**config.mk**
```make
export PLATFORM = sky130hd
export DESIGN_NAME = main_bus_arbiter_flat
export DESIGN_NICKNAME = d
export VERILOG_FILES = /design/src/rtl/main_bus_arbiter_if.sv /design/src/rtl/main_bus_arbiter.sv /design/src/flat_wrapper.sv
export SDC_FILE = /design/constraint.sdc
export NUM_CORES = 1
export LEC_CHECK = 0
export CORE_MARGIN = 10
export CORE_UTILIZATION = 51
export CTS_CLUSTER_DIAMETER = 200
export DETAILED_ROUTE_END_ITERATION = 16
export PLACE_DENSITY = 0.76
export SKIP_LAST_GASP = 1
export SYNTH_ARGS = -nofsm -noshare
export SYNTH_HDL_FRONTEND = slang
export SYNTH_SLANG_ARGS = --single-unit
```
**constraint.sdc**
```tcl
create_clock -name clk -period 2.05 [get_ports clk]
set_input_delay 0.41 -clock clk [delete_from_list [all_inputs] [get_ports clk]]
set_output_delay 0.41 -clock clk [all_outputs]
set_load 0.05 [all_outputs]
```
**src/rtl/main_bus_arbiter_if.sv**
```systemverilog
// Request/grant and snooped bus signals shared between the masters and the round-robin arbiter.
interface main_bus_arbiter_if #(
    parameter int NUM_MASTERS = 2
);
    localparam int OW = (NUM_MASTERS > 1) ? $clog2(NUM_MASTERS) : 1;

    logic [NUM_MASTERS-1:0] req;
    logic [NUM_MASTERS-1:0] gnt;
    logic                   AddrValid;
    logic                   rw;
    logic                   busy;
    logic [OW-1:0]          owner;
    logic                   timeout_err;
    logic                   protocol_err;

    modport slave (
        input  req, AddrValid, rw,
        output gnt, busy, owner, timeout_err, protocol_err
    );

    modport master (
        output req, AddrValid, rw,
        input  gnt, busy, owner, timeout_err, protocol_err
    );
endinterface

```
**src/rtl/main_bus_arbiter.sv**
```systemverilog
// Round-robin arbiter for the main bus: grants one master, follows its burst by snooping
// AddrValid/rw, and releases on burst end, grant timeout or request drop.
module main_bus_arbiter #(
    parameter int NUM_MASTERS = 2,
    parameter int BURST       = 4,
    parameter int GNT_TIMEOUT = 8
) (
    input  logic              clk,
    input  logic              resetH,
    main_bus_arbiter_if.slave bus
);
    localparam int OW = (NUM_MASTERS > 1) ? $clog2(NUM_MASTERS) : 1;
    localparam int WW = $clog2(GNT_TIMEOUT + 1);
    localparam int DW = $clog2(BURST + 1);
    localparam logic [OW-1:0] LAST_IDX = OW'(NUM_MASTERS - 1);

    typedef enum logic [1:0] {IDLE, GRANT, XFER, TURN} stateT;

    stateT                  state, stateNext;
    logic [OW-1:0]          owner, ownerNext;
    logic [OW-1:0]          rrPtr, rrPtrNext;
    logic [OW-1:0]          ownerInc;
    logic [OW-1:0]          winner;
    logic                   anyReq;
    logic                   rwLatch, rwLatchNext;
    logic [WW-1:0]          waitCnt, waitCntNext;
    logic [DW-1:0]          dataCnt, dataCntNext;
    logic [NUM_MASTERS-1:0] gnt, gntNext;
    logic                   timeoutErr, timeoutErrNext;
    logic                   protocolErr, protocolErrNext;

    assign ownerInc = (owner == LAST_IDX) ? '0 : owner + OW'(1);

    // First requester at or after rrPtr, wrapping past the highest index.
    always_comb begin : pickWinner
        int unsigned idx;
        logic        found;
        anyReq = |bus.req;
        winner = rrPtr;
        found  = 1'b0;
        idx    = 0;
        for (int unsigned i = 0; i < NUM_MASTERS; i++) begin
            idx = int'(rrPtr) + i;
            if (idx >= NUM_MASTERS) idx = idx - NUM_MASTERS;
            if (!found && bus.req[idx]) begin
                found  = 1'b1;
                winner = OW'(idx);
            end
        end
    end

    always_comb begin
        stateNext       = state;
        ownerNext       = owner;
        rrPtrNext       = rrPtr;
        rwLatchNext     = rwLatch;
        timeoutErrNext  = 1'b0;
        protocolErrNext = bus.AddrValid && (state != GRANT);
        gntNext         = '0;

        case (state)
            IDLE: begin
                if (anyReq) begin
                    stateNext = GRANT;
                    ownerNext = winner;
                end
            end
            GRANT: begin
                // AddrValid takes precedence over a simultaneous request drop.
                if (bus.AddrValid) begin
                    stateNext   = XFER;
                    rwLatchNext = bus.rw;
                end else if (!bus.req[owner]) begin
                    stateNext = IDLE;
                    rrPtrNext = ownerInc;
                end else if (waitCnt == WW'(GNT_TIMEOUT - 1)) begin
                    stateNext      = IDLE;
                    rrPtrNext      = ownerInc;
                    timeoutErrNext = 1'b1;
                end
            end
            XFER: begin
                if (dataCnt == DW'(BURST - 1)) begin
                    stateNext = rwLatch ? TURN : IDLE;
                    rrPtrNext = ownerInc;
                end
            end
            TURN:    stateNext = IDLE;
            default: stateNext = IDLE;
        endcase

        if (stateNext == GRANT || stateNext == XFER) gntNext[ownerNext] = 1'b1;

        waitCntNext = '0;
        dataCntNext = '0;
        if (stateNext == state) begin
            waitCntNext = (state == GRANT) ? waitCnt + WW'(1) : waitCnt;
            dataCntNext = (state == XFER)  ? dataCnt + DW'(1) : dataCnt;
        end
    end

    always_ff @(posedge clk or posedge resetH) begin
        if (resetH) begin
            state       <= IDLE;
            owner       <= '0;
            rrPtr       <= '0;
            rwLatch     <= 1'b0;
            waitCnt     <= '0;
            dataCnt     <= '0;
            gnt         <= '0;
            timeoutErr  <= 1'b0;
            protocolErr <= 1'b0;
        end else begin
            state       <= stateNext;
            owner       <= ownerNext;
            rrPtr       <= rrPtrNext;
            rwLatch     <= rwLatchNext;
            waitCnt     <= waitCntNext;
            dataCnt     <= dataCntNext;
            gnt         <= gntNext;
            timeoutErr  <= timeoutErrNext;
            protocolErr <= protocolErrNext;
        end
    end

    assign bus.gnt          = gnt;
    assign bus.busy         = (state != IDLE);
    assign bus.owner        = owner;
    assign bus.timeout_err  = timeoutErr;
    assign bus.protocol_err = protocolErr;
endmodule

```
**src/flat_wrapper.sv**
```systemverilog
// flat-port wrapper written by rule: the top's interface ports become plain ports
module main_bus_arbiter_flat 
#(
    parameter int NUM_MASTERS = 2,
    parameter int BURST       = 4,
    parameter int GNT_TIMEOUT = 8
)
  (clk, resetH, bus_req, bus_AddrValid, bus_rw, bus_gnt, bus_busy, bus_owner, bus_timeout_err, bus_protocol_err);
  main_bus_arbiter_if #(.NUM_MASTERS(NUM_MASTERS)) bus_i ();
  input  logic clk;
  input  logic resetH;
  input wire logic [$bits(bus_i.req)-1:0] bus_req;
  input wire logic [$bits(bus_i.AddrValid)-1:0] bus_AddrValid;
  input wire logic [$bits(bus_i.rw)-1:0] bus_rw;
  output wire logic [$bits(bus_i.gnt)-1:0] bus_gnt;
  output wire logic [$bits(bus_i.busy)-1:0] bus_busy;
  output wire logic [$bits(bus_i.owner)-1:0] bus_owner;
  output wire logic [$bits(bus_i.timeout_err)-1:0] bus_timeout_err;
  output wire logic [$bits(bus_i.protocol_err)-1:0] bus_protocol_err;
  assign bus_i.req = bus_req;
  assign bus_i.AddrValid = bus_AddrValid;
  assign bus_i.rw = bus_rw;
  assign bus_gnt = bus_i.gnt;
  assign bus_busy = bus_i.busy;
  assign bus_owner = bus_i.owner;
  assign bus_timeout_err = bus_i.timeout_err;
  assign bus_protocol_err = bus_i.protocol_err;
  main_bus_arbiter #(.NUM_MASTERS(NUM_MASTERS), .BURST(BURST), .GNT_TIMEOUT(GNT_TIMEOUT)) u_core (.clk(clk), .resetH(resetH), .bus(bus_i));
endmodule
```
# Yosys cells after proc, flatten, opt, wreduce, memory -nomap -nowiden
# Cells that the tools add are included.
# word_totals
regBits	16
word_cells	84
# op_classes
magnitude_cmp	7
muxes	37
n_addsub	6
n_eq_ne	14
reduce_logical	11
# ops
operator	n
$lt 32x2->1 const B	2
$mux 32	2
$ge 32x2->1 const B	1
$sub 32x2->32 const B	1
$mux 1	21
$mux 2	7
$mux 4	2
$pmux 2 s4	1
$eq 2x2->1 const B	3
$mux 3	2
$ne 2x2->1 const B	3
$add 4x1->4 const B	1
$eq 2x1->1 const B	2
$eq 4x3->1 const B	1
$lt 1x2->1 const B	2
$ne 2x1->1 const B	2
$reduce_and 4->1	1
$reduce_bool 2->1	2
$add 3x1->3 const B	1
$eq 3x2->1 const B	1
$logic_and 1x1->1	3
$ne 3x3->1 const B	1
$sub 1x2->3 const B	1
$add 1x1->2 const B	1
11 further kinds	11

# Depth between registers and ports, before layout
# logic_depth
word_depth	15
mapped_depth	6

# Least setup slack after synthesis
# OpenSTA, ideal clock, no wires.
# synth_timing
path_type	flip-flop to flip-flop
from	register u_core.owner, in the netlist u_core.bus.owner
to	register u_core.dataCnt[2]
setup_ns	0.087
stages_incl_launch_ff	5
required_ns	1.963
path_slack_ns	0.439
arrival_ns	1.524
path_buffers	0
period_less_slack_ns	1.611
path_cell_list	dfrtp_1 > mux2i_1 > or3_4 > o21a_4 > a211oi_2
# synth_between
elab_chain_cells	7
# synth_rtl
item	line_no	text
from (decl)	main_bus_arbiter.sv:20	logic [OW-1:0] owner, ownerNext;
from (signal assigned)	main_bus_arbiter.sv:115	owner <= ownerNext;
$mux 1 (implied by the code) * (2 in a row)	main_bus_arbiter.sv:73	end else if (!bus.req[owner]) begin
$mux 2 *	main_bus_arbiter.sv:73	
$mux 2 *	main_bus_arbiter.sv:70	if (bus.AddrValid) begin
$pmux 2 s4 *	main_bus_arbiter.sv:61	case (state)
$eq 2x2->1 *	main_bus_arbiter.sv:96	if (stateNext == state) begin
$ne 2x2->1 (no source line) / $mux 3 (equally long branches)	-	
to (signal assigned)	main_bus_arbiter.sv:119	dataCnt <= dataCntNext;
to (decl)	main_bus_arbiter.sv:27	logic [DW-1:0] dataCnt, dataCntNext;
# Every way passes the cells marked *; elsewhere a longest branch is shown, timed or not. The select of a mux whose other input is x is not followed.
# A chain may end at the register's enable or synchronous reset.

# Final worst setup path
# layout_timing
from	register u_core.owner, in the netlist u_core.bus.owner
to	output port bus_owner
# layout_lines
item	line_no	text
to (decl)	flat_wrapper.sv:17	output wire logic [$bits(bus_i.owner)-1:0] bus_owner;
# No word-level cell between the ends.

==> results.md <==
- Outcome: complete, no violations
- CP peak stage delay: roughly 0.83 ns
- 1st-iter DRT viols: 21
- DIE HEIGHT: approximately 60 um
- Fin. Hold Viols: 0
- RePlAce Congestion: 0.801
- Setup Skew: 0.00293 ns
- Port bufs: 11
- Share of post-route cells with drive strength above 1: 0.129
- Worst skew pair latency: slightly below 0.3 ns
- Dpl hpwl: between 1 and 1.5 mm
- Final Setup Violations: 0
- CP Max Fanout: 4
- Total negative setup slack: 0 ns
- Total core area: 1510 um2
- Initial Utilization: 0.539
- P&R area growth vs syn: 20.6%
- Worst path cell trace: clkdlybuf4s50_1
- Crit path buf inv count: 1
- Hold buffer count at CTS: 0
- Vias in the first global route: 616
- Sequential area share after synthesis: 0.493
- Combinational share of power: 0.489
- Syn Inst Count: roughly 80
- Mapped cell area: 812 um2
- Peak Freq: 512 MHz
- Post-layout minimum cycle time: just under 2 ns
- Worst Setup End Kind: output port
- Filler Cells Inserted: between 100 and 150
- Flop pwr share: 0.353
- Slew Limit Fails: 0
- Setup bufs post-CTS: 0
- Initial antenna violation count: 0
- Vias per Instance: between 5 and 6
- Syn_nets: just under 90
- Die outline area: between 3000 and 4000 um2
- Fin crit share: 0.953
- Seq cells post-synth: 16
- Vias: 642
- First-pass GRT wire length: roughly 3 mm
- Crit path DAT: about 1.5 ns
- Max-Cap Viols: 0
- Yosys cell types: 35
- Sw Pwr: slightly below 0.6 mW
- Maximum VDD drop: 0.793 mV
- Critical Path Source: u_core.bus.owner$_DFF_PP0_
- Pwr Density: 1380 nW/um2
- Largest net degree at the start of global routing: 17
- DRC viols: 0
- Detail Route Antenna Nets: 0
- H-tree depth: 1
- Root Buffer: clkbuf_4
- GRT Residual Overflow: 0
- Clock Path Buffers: 2
- CP top delay family: buffers and inverters
- # rows: 14
- # diodes: 0
- Multi-input combinational cell area: around 380 um2
- Clock transition at path regs: 0.10 ns
- WL final: 1.79 mm
- Main synth FF type: dfrtp_1
- Routed WL per cell: 16.4 um
- Sw frac: 0.433
- Fraction of registers with async set or reset after synthesis: 1.00
- DR pass1 iterations: 4
- Slowest-stage cell, CP: clkdlybuf4s50_1
- Worst slew pin tran: 0.621 ns
- Placed Cells incl. Taps: between 100 and 150
- CTS sink count: 16
- GRT Util Overall: 0.109
- DIE WIDTH: approximately 60 um
- Cell Int Power: 0.765 mW
- TritonCTS clock tree: built
- Nets: 103
- Ys Warns: 0
- Post-Layout Cell Count: between 100 and 150
- Reg area: ~400 um2
- Relative max-transition margin: 0.585
- Leak pwr: about 0.43 nW
- Number of synthesized flops with an enable pin: 0
- Final hold slack: 0.483 ns
- I/O Pins: 12
- Crit Path Category: reg -> out
- Syn Area/Cell: between 10 and 15 um2
- CP required: 1.64 ns
- Clock share of power: 0.158
- CTS buffer count: 3
- RSZ-0062 raised after global routing: false
- Worst min path class: in -> async
- Startpoint types: register
- R2r startpoint: u_core.dataCnt[0]$_DFFE_PP0P_
placed cells by master (no fill, tap or decap), drive strengths merged, types with 2 or more instances in the layout:
cell / Yosys / layout
a31oi: 2 / 2
xor2: 2 / 2
or3: 2 / 2
inv: 4 / 4
buf: 2 / 3
nor3b: 2 / 2
clkdlybuf4s50: 0 / 10
nand2: 4 / 4
a21oi: 5 / 5
mux2i: 2 / 2
nor3: 3 / 3
nor2: 8 / 8
dfrtp: 16 / 16
ha: 3 / 3
nor2b: 2 / 2
nand4: 2 / 2
o21a: 2 / 2
nand2b: 2 / 2
clkbuf: 1 / 4
routing by layer:
| layer | track usage | part of all wire | up-vias | wire [um] |
|---|---|---|---|---|
| li1 | - | - | 301 | - |
| met1 | 0.119 | 0.42 | 312 | 758 |
| met2 | 0.168 | 0.47 | 20 | 838 |
| met3 | 0.0403 | 0.065 | 9 | 116 |
| met4 | 0.0801 | 0.042 | 0 | 75 |
| met5 | 0 | 0 | - | 0 |
layout make-up:
cell class	count	share of cell area
flip-flops and latches	16	0.409
multi-input cells	55	0.384
repair buffers	14	0.134
clock buffers	4	0.0370
well taps	16	0.0204
inverters	4	0.0153
synth_stat cells (all sizes together), types with 2 or more instances:
library cell | n | share of area
nor3 | 3 | 0.018
nor2b | 2 | 0.015
ha | 3 | 0.046
a31oi | 2 | 0.015
nand2b | 2 | 0.015
nand4 | 2 | 0.015
or3 | 2 | 0.022
inv | 4 | 0.018
nand2 | 4 | 0.018
nor3b | 2 | 0.018
a21oi | 5 | 0.031
dfrtp | 16 | 0.49
xor2 | 2 | 0.022
nor2 | 8 | 0.037
buf | 2 | 0.020
mux2i | 2 | 0.025
o21a | 2 | 0.028
worst reg2reg max path, stage by stage, from the launching register on:
cell,delay [ns]
dfrtp_1,0.41
ha_1,0.21
ha_1,0.24
and3_1,0.22
nor4_1,0.39
nor3b_1,0.09
repair_timing:
action	in CTS	in global routing
hold endpoints to repair	0	0
endpoints found under the setup margin	1	0
resized for setup	1	0
sequential cells by signal, summed over array words and instances (netlist names):
signal,count
u_core.waitCnt,4
u_core.dataCnt,3
u_core.bus.gnt,2
u_core.state,2
u_core.bus.owner,1
u_core.bus.protocol_err,1
u_core.bus.timeout_err,1
u_core.rrPtr,1
u_core.rwLatch,1
per-stage QoR:
| step | area [um2] | setup slack (ns) | total power, mW | utilization |
|---|---|---|---|---|
| 2_1_floorplan | 812 | 0.439 | 0.974 | - |
| 3_3_place_gp | 945 | 0.179 | 1.12 | 0.627 |
| 3_5_place_dp | 945 | 0.0855 | 1.14 | 0.627 |
| 4_1_cts | 980 | 0.0954 | 1.35 | 0.650 |
| 5_1_grt | 980 | 0.0549 | 1.43 | 0.650 |
| 6_report | 980 | 0.0956 | 1.35 | 0.650 |
power groups by stage:
stage	Combinational [mW]	Clock, mW	Sequential [mW]
5_1_grt	0.710	0.239	0.485
3_3_place_gp	0.647	0	0.475
4_1_cts	0.661	0.218	0.474
2_1_floorplan	0.397	0	0.578
3_5_place_dp	0.664	0	0.480
6_report	0.661	0.213	0.476
worst paths after layout:
| check | to | slack (ns) | cells after the start |
|---|---|---|---|
| max in group asynchronous | u_core.rwLatch$_DFFE_PP0P_ | 1.17 | 2 |
| setup reg to reg | u_core.bus.gnt[1]$_DFF_PP0_ | 0.37 | 5 |
| setup / recovery | bus_owner | 0.1 | 1 |
| hold / removal | u_core.dataCnt[0]$_DFFE_PP0P_ | 0.48 | 2 |
| hold reg to reg | u_core.rwLatch$_DFFE_PP0P_ | 0.52 | 1 |
| min in group clk | u_core.rwLatch$_DFFE_PP0P_ | 0.52 | 1 |
cells by family after synthesis:
logic type,Yosys count,synth area share
and+or+nand+nor,33,0.227
DFF,16,0.493
AOI/OAI and AO/OA,13,0.120
buffers and inverters,7,0.0431
xor gates and xnor gates,3,0.0324
muxes,3,0.0385
adders and majority gates,3,0.0462
No activity file was read; power rests on OpenSTA's default activity.
